`config.mk`:
```
export PLATFORM = sky130hd
export DESIGN_NAME = sync_chan_arb
export DESIGN_NICKNAME = d
export VERILOG_FILES = /design/src/rtl/sync_arb_pkg.sv /design/src/rtl/rr_pick.sv /design/src/rtl/sync_chan_arb.sv
export SDC_FILE = /design/constraint.sdc
export NUM_CORES = 1
export LEC_CHECK = 0
export BUFFER_PORTS_ARGS = -buffer_cell sky130_fd_sc_hd__clkbuf_2
export CORE_ASPECT_RATIO = 0.8
export CORE_MARGIN = 1.5
export CORE_UTILIZATION = 51
export CTS_BUF_LIST = sky130_fd_sc_hd__clkbuf_8
export DETAILED_ROUTE_END_ITERATION = 16
export PLACE_DENSITY = 0.86
export SLEW_MARGIN = 40
export SYNTH_ARGS = -nofsm -noshare
export SYNTH_HDL_FRONTEND = slang
export SYNTH_HIERARCHICAL = 1
export SYNTH_SLANG_ARGS = --single-unit
export TNS_END_PERCENT = 1
```
`constraint.sdc`:
```
create_clock -name clk_i -period 2.71 [get_ports clk_i]
set_clock_uncertainty 0.15 [all_clocks]
set_input_delay 0.542 -clock clk_i [delete_from_list [all_inputs] [get_ports clk_i]]
set_output_delay 0.542 -clock clk_i [all_outputs]
set_load 0.01 [all_outputs]
```
`src/rtl/sync_arb_pkg.sv`:
```
// Shared types and constants for the sync-channel source arbiter.
// Holds the FSM encoding, counter widths and the elaboration-time width helper.
package sync_arb_pkg;

  typedef enum logic [1:0] {
    IDLE = 2'd0,
    SEND = 2'd1,
    DONE = 2'd2,
    GAP  = 2'd3
  } state_t;

  localparam int CNT_W = 16;
  localparam int GAP_W = 4;

  // Smallest r with 2**r >= value; used to validate the ID width.
  function automatic int clog2(input int value);
    int r;
    r = 0;
    while ((1 << r) < value) r++;
    return r;
  endfunction

endpackage

```
`src/rtl/rr_pick.sv`:
```
// Combinational winner picker: round-robin after ptr, or lowest index first.
// Purely combinational; the caller registers the result.
module rr_pick #(
  parameter int NREQ = 4,
  parameter int IDW  = 2
) (
  input  logic [NREQ-1:0] req,
  input  logic [IDW-1:0]  ptr,
  input  logic            mode,
  output logic [IDW-1:0]  gnt_id,
  output logic            any
);

  logic [IDW-1:0] idx;

  always_comb begin
    // NOTE: every variable gets a default first so no path leaves it unassigned and infers a latch.
    gnt_id = '0;
    idx    = '0;
    if (mode) begin
      for (int i = NREQ - 1; i >= 0; i--) begin
        if (req[i]) gnt_id = IDW'(i);
      end
    end else begin
      // Walk offsets downwards so the requester nearest after ptr is assigned last.
      for (int i = NREQ; i >= 1; i--) begin
        idx = IDW'((int'(ptr) + i) % NREQ);
        if (req[idx]) gnt_id = idx;
      end
    end
  end

  assign any = |req;

endmodule

```
`src/rtl/sync_chan_arb.sv`:
```
// Shares one vld/ack CDC sync channel between NREQ requesters in the source domain.
// Captures the winner's payload tagged with its ID, waits for the channel ack, then acks the winner.
module sync_chan_arb
  import sync_arb_pkg::*;
#(
  parameter int NREQ    = 4,
  parameter int DWIDTH  = 8,
  parameter int IDW     = 2,
  parameter int MIN_GAP = 0
) (
  input  logic                    clk_i,
  input  logic                    rst_i,
  input  logic [NREQ-1:0]         req_vld,
  input  logic [NREQ*DWIDTH-1:0]  req_data,
  output logic [NREQ-1:0]         req_ack,
  input  logic                    prio_mode,
  output logic                    ch_vld,
  output logic [IDW+DWIDTH-1:0]   ch_din,
  input  logic                    ch_ack,
  output logic                    busy,
  output logic [CNT_W-1:0]        xfer_cnt,
  output logic                    err,
  input  logic                    err_clr
);

  if (clog2(NREQ) > IDW || NREQ < 2 || NREQ > 16 || MIN_GAP < 0 || MIN_GAP > 15) begin : g_bad_param
    $error("sync_chan_arb: illegal NREQ/IDW/MIN_GAP combination");
  end

  localparam logic [GAP_W-1:0] GAP_LAST = GAP_W'(MIN_GAP > 0 ? MIN_GAP - 1 : 0);

  state_t                  state, state_d;
  logic [IDW-1:0]          ptr, ptr_d;
  logic [IDW-1:0]          grant_id, grant_d;
  logic [GAP_W-1:0]        gap_cnt, gap_d;
  logic                    vld_d, busy_d, err_d;
  logic [IDW+DWIDTH-1:0]   din_d;
  logic [NREQ-1:0]         ack_d;
  logic [CNT_W-1:0]        cnt_d;
  logic [IDW-1:0]          pick_id;
  logic                    pick_any;
  logic [DWIDTH-1:0]       payload [NREQ];

  for (genvar g = 0; g < NREQ; g++) begin : g_unpack
    assign payload[g] = req_data[g*DWIDTH +: DWIDTH];
  end

  rr_pick #(.NREQ(NREQ), .IDW(IDW)) u_pick (
    .req    (req_vld),
    .ptr    (ptr),
    .mode   (prio_mode),
    .gnt_id (pick_id),
    .any    (pick_any)
  );

  always_ff @(posedge clk_i or negedge rst_i) begin
    // NOTE: sequential state uses non-blocking assignments so every flop samples pre-edge values.
    if (!rst_i) state <= IDLE;
    else        state <= state_d;
  end

  always_comb begin
    state_d = state;
    ptr_d   = ptr;
    grant_d = grant_id;
    gap_d   = gap_cnt;
    vld_d   = ch_vld;
    din_d   = ch_din;
    ack_d   = '0;
    cnt_d   = xfer_cnt;
    case (state)
      IDLE: if (pick_any) begin
        grant_d = pick_id;
        din_d   = {pick_id, payload[pick_id]};
        vld_d   = 1'b1;
        state_d = SEND;
      end
      SEND: if (ch_ack) begin
        vld_d           = 1'b0;
        ack_d[grant_id] = 1'b1;
        ptr_d           = grant_id;
        cnt_d           = xfer_cnt + 1'b1;
        state_d         = DONE;
      end
      // req_vld is ignored here so the winner has one edge to withdraw.
      DONE: begin
        gap_d   = '0;
        state_d = (MIN_GAP > 0) ? GAP : IDLE;
      end
      GAP: begin
        if (gap_cnt == GAP_LAST) state_d = IDLE;
        else                     gap_d   = gap_cnt + 1'b1;
      end
      default: state_d = IDLE;
    endcase

    // A new spurious ack outranks a simultaneous clear.
    err_d = err;
    if (err_clr)                 err_d = 1'b0;
    if (ch_ack && state != SEND) err_d = 1'b1;
    busy_d = (state_d != IDLE);
  end

  always_ff @(posedge clk_i or negedge rst_i) begin
    if (!rst_i) begin
      ptr      <= IDW'(NREQ - 1);
      grant_id <= '0;
      gap_cnt  <= '0;
      ch_vld   <= 1'b0;
      ch_din   <= '0;
      req_ack  <= '0;
      busy     <= 1'b0;
      xfer_cnt <= '0;
      err      <= 1'b0;
    end else begin
      ptr      <= ptr_d;
      grant_id <= grant_d;
      gap_cnt  <= gap_d;
      ch_vld   <= vld_d;
      ch_din   <= din_d;
      req_ack  <= ack_d;
      busy     <= busy_d;
      xfer_cnt <= cnt_d;
      err      <= err_d;
    end
  end

endmodule

```
==> report_table.html, run 1 <==
<table>
<tr><th>Metric</th><th>Value</th></tr>
<tr><th colspan="2">Critical path</th></tr>
<tr><td>Worst path bufs/invs</td><td>1</td></tr>
<tr><td>Nature of the critical path endpoint</td><td>flip-flop</td></tr>
<tr><td>WS Path Type</td><td>reg2reg</td></tr>
<tr><td>Critical-path maximum fanout</td><td>9</td></tr>
<tr><td>Req. time, crit path</td><td>2740 ps</td></tr>
<tr><td>Crit path cell chain</td><td>nand2_1 -&gt; a211o_1 -&gt; o211ai_1 -&gt; buf_4 -&gt; mux4_2 -&gt; mux2_2</td></tr>
<tr><td>Worst EP arrival</td><td>2350 ps</td></tr>
<tr><td>Slowest library cell on the worst path</td><td>sky130_fd_sc_hd__dfstp_2</td></tr>
<tr><td>Critical path launch point type</td><td>flip-flop</td></tr>
<tr><td>Highest cell delay on the worst timing path</td><td>580 ps</td></tr>
<tr><td>Crit path max-delay family</td><td>multiplexers</td></tr>
<tr><th colspan="2">Routing</th></tr>
<tr><td>Number of DRC markers in iteration 0</td><td>27</td></tr>
<tr><td>Drt wl/cell</td><td>13.6 um</td></tr>
<tr><td>Count of vias placed by the detailed router</td><td>1545</td></tr>
<tr><td>Met2 WL</td><td>1990 um</td></tr>
<tr><td>Wire length after detailed routing</td><td>4080 um</td></tr>
<tr><td>Wire length on met1</td><td>1830 um</td></tr>
<tr><td>DRC violations left</td><td>0</td></tr>
<tr><td>Routed wire length on met3</td><td>221 um</td></tr>
<tr><td>Vias per cell</td><td>5.15</td></tr>
<tr><td>Top sig layer</td><td>met4</td></tr>
<tr><td>First-pass detailed-route iteration total</td><td>4</td></tr>
<tr><td>Detail Route Antenna Nets</td><td>0</td></tr>
<tr><th colspan="2">Clocking</th></tr>
<tr><td>TritonCTS clock tree</td><td>done</td></tr>
<tr><td>Post CTS Setup Buffer Count</td><td>0</td></tr>
<tr><td>Clock-pin transition on the worst setup and hold timing paths</td><td>80 ps</td></tr>
<tr><td>CTS Buf Count</td><td>5</td></tr>
<tr><td>Clock sinks</td><td>41</td></tr>
<tr><td>Clock latency at the later pin of the worst-skew pair</td><td>300 ps</td></tr>
<tr><td>Count of H-tree levels built during CTS</td><td>2</td></tr>
<tr><td>Cts-stage hold buffer count</td><td>0</td></tr>
<tr><td>Quantity of gates resized following cts</td><td>0</td></tr>
<tr><td>Clk root buf</td><td>sky130_fd_sc_hd__clkbuf_8</td></tr>
<tr><td>Longest Clk Path Bufs</td><td>2</td></tr>
<tr><th colspan="2">Power</th></tr>
<tr><td>Largest voltage drop on the vdd net</td><td>0.384 mV</td></tr>
<tr><td>Static power due to leakage</td><td>1.28 nW</td></tr>
<tr><td>Final Total Pwr</td><td>0.00192 W</td></tr>
<tr><td>Power per standard cell area</td><td>764 nW/um2</td></tr>
<tr><th colspan="2">Die</th></tr>
<tr><td>Area of the die</td><td>4290 um2</td></tr>
<tr><td>Standard cell core area</td><td>3780 um2</td></tr>
<tr><td>Y dimension of the die</td><td>58.9 um</td></tr>
<tr><td>Number of top-level pins</td><td>74</td></tr>
<tr><td>Starting Density</td><td>0.527</td></tr>
<tr><td>Overall die width</td><td>72.9 um</td></tr>
<tr><td>Number of rows in the core area</td><td>20</td></tr>
<tr><th colspan="2">Global routing</th></tr>
<tr><td>Pin count of the biggest net entering global routing</td><td>42</td></tr>
<tr><td>Number of antenna violations at the first check in global routing</td><td>0</td></tr>
<tr><td>Sum of overflow across all layers after global routing</td><td>0</td></tr>
<tr><td>Global-route usage over all layers</td><td>0.213</td></tr>
<tr><td>Global-route wire length before repair</td><td>6840 um</td></tr>
<tr><td>Vias in the first global route</td><td>1480</td></tr>
<tr><th colspan="2">Finish</th></tr>
<tr><td>Total inserted antenna cells</td><td>0</td></tr>
<tr><td>Layout Utilization</td><td>0.664</td></tr>
<tr><td>Final std cell area, no fill</td><td>2510 um2</td></tr>
<tr><td>Area taken by flip-flops and latches</td><td>1030 um2</td></tr>
<tr><td>Area taken by multi-input logic gates</td><td>915 um2</td></tr>
<tr><td>Total of fill cells in the finished design</td><td>309</td></tr>
<tr><td>Final non-filler cell total</td><td>300</td></tr>
<tr><td>P&amp;R area growth vs syn</td><td>26.0%</td></tr>
<tr><td>Fin nets</td><td>288</td></tr>
<tr><td>Share of layout cells above drive strength 1</td><td>0.437</td></tr>
<tr><th colspan="2">Flow run</th></tr>
<tr><td>Reported max-cap violation count</td><td>0</td></tr>
<tr><th colspan="2">Synthesis</th></tr>
<tr><td>Syn nets</td><td>209</td></tr>
<tr><td>Synthesized area divided by synthesized cell count</td><td>12.1 um2</td></tr>
<tr><td>Most numerous cell types in the synthesized netlist</td><td>39 x sky130_fd_sc_hd__dfrtp_1, 23 x sky130_fd_sc_hd__nand2_1, 12 x sky130_fd_sc_hd__xnor2_1</td></tr>
<tr><td>Sequential cell area fraction in the yosys report</td><td>0.517</td></tr>
<tr><td>Most frequent cell after synthesis</td><td>sky130_fd_sc_hd__dfrtp_1</td></tr>
<tr><td>Yosys reg bits</td><td>41</td></tr>
<tr><td>Number of flops mapped to enable cells by yosys</td><td>0</td></tr>
<tr><td>Most frequently used flop master after synthesis</td><td>sky130_fd_sc_hd__dfrtp_1</td></tr>
<tr><td>Number of cells produced by synthesis</td><td>165</td></tr>
<tr><td>Fraction of synthesized cell area taken by the top area cell type</td><td>0.490</td></tr>
<tr><td>Number of synthesis warnings</td><td>6</td></tr>
<tr><td>Netlist cell types</td><td>39</td></tr>
<tr><td>Cells taking the most area after synthesis</td><td>sky130_fd_sc_hd__dfrtp_1 49%, sky130_fd_sc_hd__mux4_2 9.1%, sky130_fd_sc_hd__mux2_2 5.7%</td></tr>
<tr><td>Syn Std Cell Area</td><td>1990 um2</td></tr>
<tr><td>Share of async-settable or async-resettable flops after synthesis</td><td>1.00</td></tr>
<tr><td>Largest area contributor in the netlist</td><td>sky130_fd_sc_hd__dfrtp_1</td></tr>
<tr><th colspan="2">STA</th></tr>
<tr><td>Period utilization</td><td>0.857</td></tr>
<tr><td>Maximum clock frequency</td><td>431 MHz</td></tr>
<tr><td>Number of slew-limit violations in the final report</td><td>0</td></tr>
<tr><td>Hold Violations, Final</td><td>0</td></tr>
<tr><td>Actual slew at the worst max-slew pin</td><td>562 ps</td></tr>
<tr><td>Worst slew margin relative to its limit</td><td>0.623</td></tr>
<tr><td>Finish-stage setup viols</td><td>0</td></tr>
<tr><td>Aggregate negative setup slack</td><td>0 ps</td></tr>
<tr><td>Shortest clock period the worst path allows after layout</td><td>2320 ps</td></tr>
<tr><td>Setup repair after global routing missed its margin</td><td>false</td></tr>
<tr><th colspan="2">Placement</th></tr>
<tr><td>Count of input and output buffers</td><td>73</td></tr>
<tr><td>Hpwl dp</td><td>3060 um</td></tr>
<tr><td>Cell Area, Placed</td><td>2430 um2</td></tr>
<tr><td>Cell count after placement</td><td>292</td></tr>
<tr><td>GP Congestion</td><td>0.806</td></tr>
<tr><th colspan="2">Hold path</th></tr>
<tr><td>Class of the worst hold path</td><td>in2async</td></tr>
<tr><th colspan="2">Run status</th></tr>
<tr><td>Outcome</td><td>completed</td></tr>
</table>
-- logic make-up (layout without fill, tap and decap cells) --
| kind of cell | after synthesis | count (layout) | share of synthesized area |
|---|---|---|---|
| AO/OA/AOI/OAI | 17 | 17 | 0.0597 |
| XOR/XNOR | 15 | 15 | 0.0660 |
| adder cells (fa/ha/maj) | 3 | 3 | 0.0189 |
| buffers and inverters | 12 | 92 | 0.0239 |
| flip-flops | 41 | 41 | 0.517 |
| multiplexers | 20 | 20 | 0.157 |
| AND/OR/NAND/NOR | 57 | 57 | 0.158 |
-- worst register-to-register path, delay by kind of cell, from the launching register on --
family / cells / cell delay (ps)
simple gates: 1 / 90
mux: 2 / 810
buf+inv: 1 / 230
compound gates: 2 / 360
flops: 1 / 580
-- final cells by class --
type	instances	share of cell area
Clock buffer	5	0.0274
Timing Repair Buffer	75	0.152
Clock inverter	3	0.00549
Multi-Input combinational cell	112	0.365
Sequential cell	41	0.410
Inverter	9	0.0135
Tap cell	55	0.0274
-- layer usage --
layer	up-vias	track usage
met2	53	0.347
met4	0	0.0836
met3	3	0.0497
li1	743	-
met1	746	0.278
met5	-	0
-- flip-flops by register name, summed over array words and instances (netlist names) --
signal,flops
ch_din,10
xfer_cnt,16
ptr,2
ch_vld,1
gap_cnt,4
state,2
req_ack,4
err,1
busy,1
-- per-stage QoR --
step	setup slack (ps)	hold WS, ps
after floorplan	454	96.4
final	388	137
after global routing	303	163
after CTS	377	151
after global placement	321	310
after detailed placement	244	322
-- where the power goes --
part           internal (W)  switching, W  total, W
registers          0.000771      0.000144  0.000914
logic              0.000322      0.000297  0.000620
clock network      0.000175      0.000208  0.000383
total               0.00127      0.000649   0.00192
-- worst paths after layout --
path,from,to,slack [ps],cells past startpoint
worst min-delay path,rst_i,xfer_cnt[5],140,2
worst max-delay path,ptr[1],ch_din[3],390,6
min in group clk_i,err_clr,err,290,2
worst max register to register,ptr[1],ch_din[3],390,6
max in group asynchronous,rst_i,ptr[1],1900,2
worst min register to register,ch_vld,ch_vld,340,1
-- placed cells by master, fill, tap and decap left out, drive strengths merged, types with 2 or more instances in the layout --
master / synthesis / routed
a21oi: 2 / 2
and3: 4 / 4
buf: 2 / 2
clkbuf: 1 / 78
clkinv: 0 / 2
dfrtp: 39 / 39
dfstp: 2 / 2
ha: 3 / 3
inv: 9 / 10
mux2: 10 / 10
mux2i: 2 / 2
mux4: 8 / 8
nand2: 23 / 23
nand2b: 2 / 2
nand3: 5 / 5
nand4: 2 / 2
nand4b: 2 / 2
nor2: 8 / 8
nor2b: 2 / 2
nor3: 3 / 3
nor3b: 2 / 2
nor4: 2 / 2
o21ai: 2 / 2
o22ai: 4 / 4
xnor2: 12 / 12
xor2: 3 / 3
(Power assumes the default switching activity.)
==> inputs of run 2 (changes only) <==
--- a/config.mk
+++ b/config.mk
@@ -15,6 +15,5 @@
 export SLEW_MARGIN = 40
 export SYNTH_ARGS = -nofsm -noshare
 export SYNTH_HDL_FRONTEND = slang
-export SYNTH_HIERARCHICAL = 1
 export SYNTH_SLANG_ARGS = --single-unit
 export TNS_END_PERCENT = 1
==> report_table.html, run 2 <==
<table>
<tr><th>Metric</th><th>Value</th></tr>
<tr><th colspan="2">Finish</th></tr>
<tr><td>P&amp;R area growth vs syn</td><td>25.0%</td></tr>
<tr><td>Largest register FFs</td><td>16 (unchanged)</td></tr>
<tr><td>Final non-filler cell total</td><td>329 (+9.7%)</td></tr>
<tr><td>Total inserted antenna cells</td><td>0 (unchanged)</td></tr>
<tr><td>Register with the most flip-flops</td><td>xfer_cnt</td></tr>
<tr><td>Registers with the most flip-flops</td><td>xfer_cnt x16, ch_din x10</td></tr>
<tr><td>Commonest non-fill, non-tap cells in the layout</td><td>73 x sky130_fd_sc_hd__clkbuf_2, 39 x sky130_fd_sc_hd__dfrtp_1, 24 x sky130_fd_sc_hd__nand2_1, 16 x sky130_fd_sc_hd__nor2_1, 12 x sky130_fd_sc_hd__xnor2_1</td></tr>
<tr><td>Fin nets</td><td>317 (+10%)</td></tr>
<tr><td>Share of layout cells above drive strength 1</td><td>0.354 (-0.0827)</td></tr>
<tr><td>Final std cell area, no fill</td><td>2560 um2 (+2.2%)</td></tr>
<tr><td>Most common library cell in the layout ignoring fill and taps</td><td>sky130_fd_sc_hd__clkbuf_2</td></tr>
<tr><th colspan="2">Synthesis</th></tr>
<tr><td>Cells taking the most area after synthesis</td><td>sky130_fd_sc_hd__dfrtp_1 48%, sky130_fd_sc_hd__xnor2_1 5.1%, sky130_fd_sc_hd__nand2_1 4.4%</td></tr>
<tr><td>Fraction of synthesized cell area taken by the top area cell type</td><td>0.476 (-0.0146)</td></tr>
<tr><td>Most numerous cell types in the synthesized netlist</td><td>39 x sky130_fd_sc_hd__dfrtp_1, 24 x sky130_fd_sc_hd__nand2_1, 16 x sky130_fd_sc_hd__nor2_1</td></tr>
<tr><td>Number of synthesis warnings</td><td>0 (-6)</td></tr>
<tr><td>Number of cells produced by synthesis</td><td>195 (+18%)</td></tr>
<tr><td>Share of async-settable or async-resettable flops after synthesis</td><td>1.00 (unchanged)</td></tr>
<tr><td>Number of flops mapped to enable cells by yosys</td><td>0 (unchanged)</td></tr>
<tr><td>Sequential cell area fraction in the yosys report</td><td>0.501 (-0.0154)</td></tr>
<tr><td>Most frequent cell after synthesis</td><td>sky130_fd_sc_hd__dfrtp_1</td></tr>
<tr><td>Most frequently used flop master after synthesis</td><td>sky130_fd_sc_hd__dfrtp_1</td></tr>
<tr><td>Largest area contributor in the netlist</td><td>sky130_fd_sc_hd__dfrtp_1</td></tr>
<tr><td>Netlist cell types</td><td>46 (+18%)</td></tr>
<tr><td>Syn Std Cell Area</td><td>2050 um2 (+3.1%)</td></tr>
<tr><td>Synthesized area divided by synthesized cell count</td><td>10.5 um2 (-13%)</td></tr>
<tr><td>Yosys reg bits</td><td>41 (unchanged)</td></tr>
<tr><td>Syn nets</td><td>239 (+14%)</td></tr>
<tr><th colspan="2">Clocking</th></tr>
<tr><td>Quantity of gates resized following cts</td><td>0 (unchanged)</td></tr>
<tr><td>Clk root buf</td><td>sky130_fd_sc_hd__clkbuf_8</td></tr>
<tr><td>Count of H-tree levels built during CTS</td><td>2 (unchanged)</td></tr>
<tr><td>Clock-pin transition on the worst setup and hold timing paths</td><td>80 ps (about the same)</td></tr>
<tr><td>Clock sinks</td><td>41 (unchanged)</td></tr>
<tr><td>Clock latency at the later pin of the worst-skew pair</td><td>290 ps (about the same)</td></tr>
<tr><td>TritonCTS clock tree</td><td>done</td></tr>
<tr><td>Post CTS Setup Buffer Count</td><td>0 (unchanged)</td></tr>
<tr><td>Longest Clk Path Bufs</td><td>2 (unchanged)</td></tr>
<tr><td>Cts-stage hold buffer count</td><td>0 (unchanged)</td></tr>
<tr><td>CTS Buf Count</td><td>5 (unchanged)</td></tr>
<tr><th colspan="2">Critical path</th></tr>
<tr><td>WS Path Type</td><td>reg2reg</td></tr>
<tr><td>Worst EP arrival</td><td>2140 ps (-210 ps)</td></tr>
<tr><td>Nature of the critical path endpoint</td><td>flip-flop</td></tr>
<tr><td>Critical path launch point type</td><td>flip-flop</td></tr>
<tr><td>Req. time, crit path</td><td>2760 ps (+20 ps)</td></tr>
<tr><td>Reg2reg path depth</td><td>6 (unchanged)</td></tr>
<tr><td>Critical-path maximum fanout</td><td>8 (-1)</td></tr>
<tr><th colspan="2">STA</th></tr>
<tr><td>Setup repair after global routing missed its margin</td><td>false</td></tr>
<tr><td>Aggregate negative setup slack</td><td>0 ps (unchanged)</td></tr>
<tr><td>Shortest clock period the worst path allows after layout</td><td>2090 ps (-229 ps)</td></tr>
<tr><td>Hold Violations, Final</td><td>0 (unchanged)</td></tr>
<tr><td>Actual slew at the worst max-slew pin</td><td>584 ps (+22.3 ps)</td></tr>
<tr><td>Worst slew margin relative to its limit</td><td>0.609 (-0.0133)</td></tr>
<tr><td>Number of slew-limit violations in the final report</td><td>0 (unchanged)</td></tr>
<tr><td>Finish-stage setup viols</td><td>0 (unchanged)</td></tr>
<tr><td>Maximum clock frequency</td><td>478 MHz (+11%)</td></tr>
<tr><td>Period utilization</td><td>0.772 (-0.0847)</td></tr>
<tr><th colspan="2">Placement</th></tr>
<tr><td>Cell Area, Placed</td><td>2460 um2 (+1.6%)</td></tr>
<tr><td>GP Congestion</td><td>0.832 (+3.2%)</td></tr>
<tr><td>Count of input and output buffers</td><td>73 (unchanged)</td></tr>
<tr><td>Hpwl dp</td><td>3280 um (+7.3%)</td></tr>
<tr><td>Cell count after placement</td><td>321 (+9.9%)</td></tr>
<tr><th colspan="2">Routing</th></tr>
<tr><td>First-pass detailed-route iteration total</td><td>4 (unchanged)</td></tr>
<tr><td>DRC violations left</td><td>0 (unchanged)</td></tr>
<tr><td>Vias per cell</td><td>5.23 (+1.6%)</td></tr>
<tr><td>Wire length after detailed routing</td><td>4350 um (+6.6%)</td></tr>
<tr><td>Number of DRC markers in iteration 0</td><td>100 (+270%)</td></tr>
<tr><td>Drt wl/cell</td><td>13.2 um (-2.8%)</td></tr>
<tr><td>Count of vias placed by the detailed router</td><td>1722 (+11%)</td></tr>
<tr><td>Detail Route Antenna Nets</td><td>0 (unchanged)</td></tr>
<tr><th colspan="2">Global routing</th></tr>
<tr><td>Vias in the first global route</td><td>1607 (+8.6%)</td></tr>
<tr><td>Pin count of the biggest net entering global routing</td><td>42 (unchanged)</td></tr>
<tr><td>Number of antenna violations at the first check in global routing</td><td>0 (unchanged)</td></tr>
<tr><td>Global-route usage over all layers</td><td>0.211 (-0.00207)</td></tr>
<tr><td>Global-route wire length before repair</td><td>7020 um (+2.5%)</td></tr>
<tr><td>Sum of overflow across all layers after global routing</td><td>0 (unchanged)</td></tr>
<tr><th colspan="2">Power</th></tr>
<tr><td>Final Total Pwr</td><td>0.00217 W (+13%)</td></tr>
<tr><td>Power per standard cell area</td><td>844 nW/um2 (+10%)</td></tr>
<tr><td>Static power due to leakage</td><td>1.27 nW (-0.77%)</td></tr>
<tr><td>Largest voltage drop on the vdd net</td><td>0.395 mV (+2.9%)</td></tr>
<tr><th colspan="2">Die</th></tr>
<tr><td>Area of the die</td><td>4420 um2 (+2.9%)</td></tr>
<tr><td>Overall die width</td><td>73.9 um (+1.5%)</td></tr>
<tr><td>Number of top-level pins</td><td>74 (unchanged)</td></tr>
<tr><td>Number of rows in the core area</td><td>20 (unchanged)</td></tr>
<tr><td>Y dimension of the die</td><td>59.7 um (+1.5%)</td></tr>
<tr><td>Standard cell core area</td><td>3830 um2 (+1.3%)</td></tr>
<tr><td>Starting Density</td><td>0.536 (+0.00913)</td></tr>
<tr><th colspan="2">Run status</th></tr>
<tr><td>Outcome</td><td>completed</td></tr>
<tr><th colspan="2">Flow run</th></tr>
<tr><td>Reported max-cap violation count</td><td>0 (unchanged)</td></tr>
<tr><th colspan="2">Hold path</th></tr>
<tr><td>Class of the worst hold path</td><td>in2async</td></tr>
</table>
## run 2: final timing paths
path,startpoint,end,slack (ps)
worst max-delay path,ptr[1],ch_din[4],620
worst min-delay path,rst_i,xfer_cnt[3],140
worst max register to register,ptr[1],ch_din[4],620
worst min register to register,xfer_cnt[15],xfer_cnt[15],340
max in group asynchronous,rst_i,ptr[1],1900
min in group clk_i,err_clr,err,280
## run 2: layout make-up
cell class                      instances  area [um2]
Multi-Input combinational cell        141         956
Fill cell                             298        1260
Sequential cell                        41        1030
Tap cell                               55        68.8
Inverter                                8        30.0
Clock buffer                            6        82.6
Clock inverter                          2        11.3
Timing Repair Buffer                   76         388
## run 2: metal layers
layer  track usage  share of wire  vias up
met5             0              0        -
met4        0.0608         0.0087        0
met3        0.0641          0.051        5
met2         0.329           0.47       55
met1         0.285           0.47      809
li1              -              -      853
## run 2: metrics by stage
| stage | worst slack [ps] | util | hold WS [ps] |
|---|---|---|---|
| floorplan | 823 | - | 96.4 |
| global placement | 408 | 0.644 | 312 |
| detailed placement | 262 | 0.644 | 335 |
| CTS | 411 | 0.668 | 157 |
| global route | 447 | 0.670 | 189 |
| finish | 618 | 0.670 | 143 |
## run 2: logic make-up after synthesis
family,share of synthesized area
compound gates,0.145
mux,0.0500
flops,0.501
fa+ha+maj,0.0183
xor+xnor,0.0640
buf+inv,0.0360
simple gates,0.186
## run 2: report_power, final
part | leakage, nW | internal (W) | switching (W)
sequential | 0.519 | 0.000788 | 0.000166
combinational | 0.698 | 0.000353 | 0.000448
clock | 0.0486 | 0.000203 | 0.000208
total | 1.27 | 0.00134 | 0.000822
## run 2: worst max-delay path, cell delays in order, from the launching register on
cell and delay (ps):
sky130_fd_sc_hd__dfstp_2 610, sky130_fd_sc_hd__nand2_1 70, sky130_fd_sc_hd__mux2_2 260, sky130_fd_sc_hd__o22a_1 260
sky130_fd_sc_hd__o21ai_2 330, sky130_fd_sc_hd__a221oi_1 110, sky130_fd_sc_hd__a211oi_1 200
==> inputs of run 3 (changes only) <==
--- a/config.mk
+++ b/config.mk
@@ -8,10 +8,10 @@
 export BUFFER_PORTS_ARGS = -buffer_cell sky130_fd_sc_hd__clkbuf_2
 export CORE_ASPECT_RATIO = 0.8
 export CORE_MARGIN = 1.5
-export CORE_UTILIZATION = 51
+export CORE_UTILIZATION = 46
 export CTS_BUF_LIST = sky130_fd_sc_hd__clkbuf_8
 export DETAILED_ROUTE_END_ITERATION = 16
-export PLACE_DENSITY = 0.86
+export PLACE_DENSITY = 0.82
 export SLEW_MARGIN = 40
 export SYNTH_ARGS = -nofsm -noshare
 export SYNTH_HDL_FRONTEND = slang
==> constraint.sdc (replaced) <==
create_clock -name clk_i -period 1.9 [get_ports clk_i]
set_clock_uncertainty 0.15 [all_clocks]
set_input_delay 0.38 -clock clk_i [delete_from_list [all_inputs] [get_ports clk_i]]
set_output_delay 0.38 -clock clk_i [all_outputs]
set_load 0.01 [all_outputs]
==> report_table.html, run 3 (same netlist as run 2, synthesis figures left out) <==
<table>
<tr><th>Metric</th><th>Value</th></tr>
<tr><th colspan="2">Power</th></tr>
<tr><td>Power per standard cell area</td><td>1240 nW/um2 (+47%)</td></tr>
<tr><td>Switching share of power</td><td>0.363 (-0.0169)</td></tr>
<tr><td>Final Total Pwr</td><td>0.00355 W (+64%)</td></tr>
<tr><td>Clock share of power</td><td>0.204 (+0.014)</td></tr>
<tr><td>Net Switching</td><td>0.00129 W (+57%)</td></tr>
<tr><td>Internal power component</td><td>0.00226 W (+69%)</td></tr>
<tr><td>Largest voltage drop on the vdd net</td><td>0.803 mV (+100%)</td></tr>
<tr><td>Combinational Power Share</td><td>0.421 (+0.051)</td></tr>
<tr><td>Sequential share of power</td><td>0.375 (-0.065)</td></tr>
<tr><td>Static power due to leakage</td><td>1.42 nW (+12%)</td></tr>
<tr><th colspan="2">Routing</th></tr>
<tr><td>Count of vias placed by the detailed router</td><td>1879 (+9.1%)</td></tr>
<tr><td>Wire length after detailed routing</td><td>5140 um (+18%)</td></tr>
<tr><td>Detail Route Antenna Nets</td><td>0 (unchanged)</td></tr>
<tr><td>Drt wl/cell</td><td>14.6 um (+10%)</td></tr>
<tr><td>First-pass detailed-route iteration total</td><td>4 (unchanged)</td></tr>
<tr><td>Vias per cell</td><td>5.32 (+1.7%)</td></tr>
<tr><td>DRC violations left</td><td>0 (unchanged)</td></tr>
<tr><td>Number of DRC markers in iteration 0</td><td>109 (+9.0%)</td></tr>
<tr><th colspan="2">Hold path</th></tr>
<tr><td>Hold path startpoint</td><td>err_clr</td></tr>
<tr><td>Worst min-delay path endpoint</td><td>err</td></tr>
<tr><td>Number of instances on the worst hold path</td><td>2</td></tr>
<tr><td>Class of the worst hold path</td><td>in2reg</td></tr>
<tr><th colspan="2">STA</th></tr>
<tr><td>Final Worst Setup Slack</td><td>-63.0 ps (-681 ps)</td></tr>
<tr><td>Hold Violations, Final</td><td>0 (unchanged)</td></tr>
<tr><td>Finish-stage setup viols</td><td>9 (+9)</td></tr>
<tr><td>Setup repair after global routing missed its margin</td><td>true</td></tr>
<tr><td>Maximum clock frequency</td><td>509 MHz (+6.6%)</td></tr>
<tr><td>Worst slew margin relative to its limit</td><td>0.661 (+0.0517)</td></tr>
<tr><td>Actual slew at the worst max-slew pin</td><td>508 ps (-75.6 ps)</td></tr>
<tr><td>Number of slew-limit violations in the final report</td><td>0 (unchanged)</td></tr>
<tr><td>Aggregate negative setup slack</td><td>-363 ps (-363 ps)</td></tr>
<tr><td>Shortest clock period the worst path allows after layout</td><td>1960 ps (-129 ps)</td></tr>
<tr><td>Period utilization</td><td>1.03 (+0.261)</td></tr>
<tr><th colspan="2">Critical path</th></tr>
<tr><td>Critical-path maximum fanout</td><td>8 (unchanged)</td></tr>
<tr><td>Crit path launch</td><td>ptr[0]</td></tr>
<tr><td>Worst setup slack for register-to-register paths</td><td>-60 ps (-680 ps)</td></tr>
<tr><td>Worst path bufs/invs</td><td>2 (+2)</td></tr>
<tr><td>R2R Path End</td><td>ch_din[1]</td></tr>
<tr><td>Worst EP arrival</td><td>1980 ps (-160 ps)</td></tr>
<tr><td>Startpoint of the most critical register-to-register path</td><td>ptr[0]</td></tr>
<tr><td>Crit path max-delay family</td><td>flip-flops</td></tr>
<tr><td>Slowest library cell on the worst path</td><td>sky130_fd_sc_hd__dfstp_2</td></tr>
<tr><td>WS Path Type</td><td>reg2reg</td></tr>
<tr><td>Highest cell delay on the worst timing path</td><td>580 ps (-30 ps)</td></tr>
<tr><td>Reg2reg path depth</td><td>7 (+1)</td></tr>
<tr><td>Req. time, crit path</td><td>1920 ps (-840 ps)</td></tr>
<tr><td>Crit path cell chain</td><td>buf_6 -&gt; or2b_1 -&gt; a21oi_4 -&gt; nor2_2 -&gt; buf_4 -&gt; a221oi_2 -&gt; a211oi_2</td></tr>
<tr><td>Nature of the critical path endpoint</td><td>flip-flop</td></tr>
<tr><td>Total stage count of the critical path</td><td>7 (+1)</td></tr>
<tr><td>Critical path launch point type</td><td>flip-flop</td></tr>
<tr><th colspan="2">Clocking</th></tr>
<tr><td>Count of H-tree levels built during CTS</td><td>2 (unchanged)</td></tr>
<tr><td>TritonCTS clock tree</td><td>done</td></tr>
<tr><td>Clk root buf</td><td>sky130_fd_sc_hd__clkbuf_8</td></tr>
<tr><td>Clock sinks</td><td>41 (unchanged)</td></tr>
<tr><td>Clock-pin transition on the worst setup and hold timing paths</td><td>80 ps (about the same)</td></tr>
<tr><td>Longest Clk Path Bufs</td><td>2 (unchanged)</td></tr>
<tr><td>CTS Buf Count</td><td>5 (unchanged)</td></tr>
<tr><td>Clock latency at the later pin of the worst-skew pair</td><td>300 ps (about the same)</td></tr>
<tr><th colspan="2">Global routing</th></tr>
<tr><td>Vias in the first global route</td><td>1864 (+16%)</td></tr>
<tr><td>Number of antenna violations at the first check in global routing</td><td>0 (unchanged)</td></tr>
<tr><td>Global-route wire length before repair</td><td>8740 um (+24%)</td></tr>
<tr><td>Pin count of the biggest net entering global routing</td><td>42 (unchanged)</td></tr>
<tr><td>Global-route usage over all layers</td><td>0.234 (+0.0229)</td></tr>
<tr><td>Sum of overflow across all layers after global routing</td><td>0 (unchanged)</td></tr>
<tr><th colspan="2">Finish</th></tr>
<tr><td>Area taken by multi-input logic gates</td><td>1030 um2 (+7.5%)</td></tr>
<tr><td>Total of fill cells in the finished design</td><td>332 (+11%)</td></tr>
<tr><td>Registers with the most flip-flops</td><td>xfer_cnt x16, ch_din x10</td></tr>
<tr><td>P&amp;R area growth vs syn</td><td>39.5%</td></tr>
<tr><td>Final std cell area, no fill</td><td>2860 um2 (+12%)</td></tr>
<tr><td>Register with the most flip-flops</td><td>xfer_cnt</td></tr>
<tr><td>Share of layout cells above drive strength 1</td><td>0.449 (+0.0953)</td></tr>
<tr><td>Commonest non-fill, non-tap cells in the layout</td><td>73 x sky130_fd_sc_hd__clkbuf_2, 38 x sky130_fd_sc_hd__dfrtp_1, 24 x sky130_fd_sc_hd__nand2_1, 18 x sky130_fd_sc_hd__buf_4, 15 x sky130_fd_sc_hd__nor2_1</td></tr>
<tr><td>Most common library cell in the layout ignoring fill and taps</td><td>sky130_fd_sc_hd__clkbuf_2</td></tr>
<tr><td>Total inserted antenna cells</td><td>0 (unchanged)</td></tr>
<tr><td>Largest register FFs</td><td>16 (unchanged)</td></tr>
<tr><td>Layout Utilization</td><td>0.676 (+0.00649)</td></tr>
<tr><td>Fin nets</td><td>339 (+6.9%)</td></tr>
<tr><td>Final non-filler cell total</td><td>353 (+7.3%)</td></tr>
<tr><td>Area taken by flip-flops and latches</td><td>1030 um2 (+0.12%)</td></tr>
<tr><th colspan="2">Placement</th></tr>
<tr><td>Cell count after placement</td><td>338 (+5.3%)</td></tr>
<tr><td>Cell Area, Placed</td><td>2580 um2 (+4.7%)</td></tr>
<tr><td>Count of input and output buffers</td><td>73 (unchanged)</td></tr>
<tr><td>Hpwl dp</td><td>3590 um (+9.3%)</td></tr>
<tr><td>GP Congestion</td><td>0.857 (+3.0%)</td></tr>
<tr><th colspan="2">Run status</th></tr>
<tr><td>Violations in the final reports</td><td>setup timing</td></tr>
<tr><td>Outcome</td><td>complete, but fails checks</td></tr>
<tr><th colspan="2">Die</th></tr>
<tr><td>Area of the die</td><td>4870 um2 (+10%)</td></tr>
<tr><td>Number of rows in the core area</td><td>21 (+5.0%)</td></tr>
<tr><td>Overall die width</td><td>77.7 um (+5.1%)</td></tr>
<tr><td>Starting Density</td><td>0.485 (-0.0509)</td></tr>
<tr><td>Number of top-level pins</td><td>74 (unchanged)</td></tr>
<tr><td>Y dimension of the die</td><td>62.7 um (+5.0%)</td></tr>
<tr><td>Standard cell core area</td><td>4230 um2 (+10%)</td></tr>
<tr><th colspan="2">Flow run</th></tr>
<tr><td>Reported max-cap violation count</td><td>0 (unchanged)</td></tr>
</table>
-- run 3: changes by cell type in the layout (fill, tap and decap cells not counted), moves of 2 or more --
cell,before,now
sky130_fd_sc_hd__a211oi_2,0,2
sky130_fd_sc_hd__buf_6,0,5
sky130_fd_sc_hd__a221oi_2,0,6
sky130_fd_sc_hd__a211oi_1,8,6
sky130_fd_sc_hd__a221oi_1,8,2
sky130_fd_sc_hd__buf_4,3,18
-- run 3: worst max-delay path by stage --
stage              endpoint  slack (ps)
2_1_floorplan     ch_din[0]         100
4_1_cts           ch_din[7]         -40
5_1_grt        xfer_cnt[15]        -180
6_report          ch_din[1]         -60
3_3_place_gp      ch_din[4]         -30
3_5_place_dp      ch_din[2]        -120
-- run 3: layer usage --
metal,up-vias,routed length (um),track usage
li1,897,-,-
met1,908,2200,0.289
met2,64,2530,0.387
met3,10,274,0.0496
met4,0,131,0.114
met5,-,0,0
-- run 3: power groups by stage --
stage                     Combinational, W  Sequential (W)  Clock, W
after detailed placement           0.00126         0.00135         0
after floorplan                   0.000706         0.00140         0
after CTS                          0.00146         0.00133  0.000737
after global routing               0.00164         0.00136  0.000775
final                              0.00150         0.00133  0.000725
after global placement             0.00123         0.00134         0
-- run 3: cell type report --
cell class              count  share of cell area
clock inverters             2              0.0118
well taps                  57              0.0249
repair buffers             98               0.205
clock buffers               6              0.0289
inverters                   8              0.0105
multi-input cells         141               0.359
flip-flops and latches     41               0.360
-- run 3: timing repair --
| action | CTS | global route |
|---|---|---|
| setup endpoints to repair | 8 | 17 |
| hold endpoints to repair | 8 | 0 |
| pin swaps | 11 | 5 |
| buffers inserted | 7 | 0 |
| hold buffers | 1 | 0 |
| gates resized for setup | 15 | 7 |
-- run 3: metrics by stage --
stage	hold slack, ps	setup WS [ps]
6_report	119	-63.0
5_1_grt	132	-177
4_1_cts	125	-44.5
3_5_place_dp	317	-116
3_3_place_gp	310	-32.5
2_1_floorplan	-65.6	101
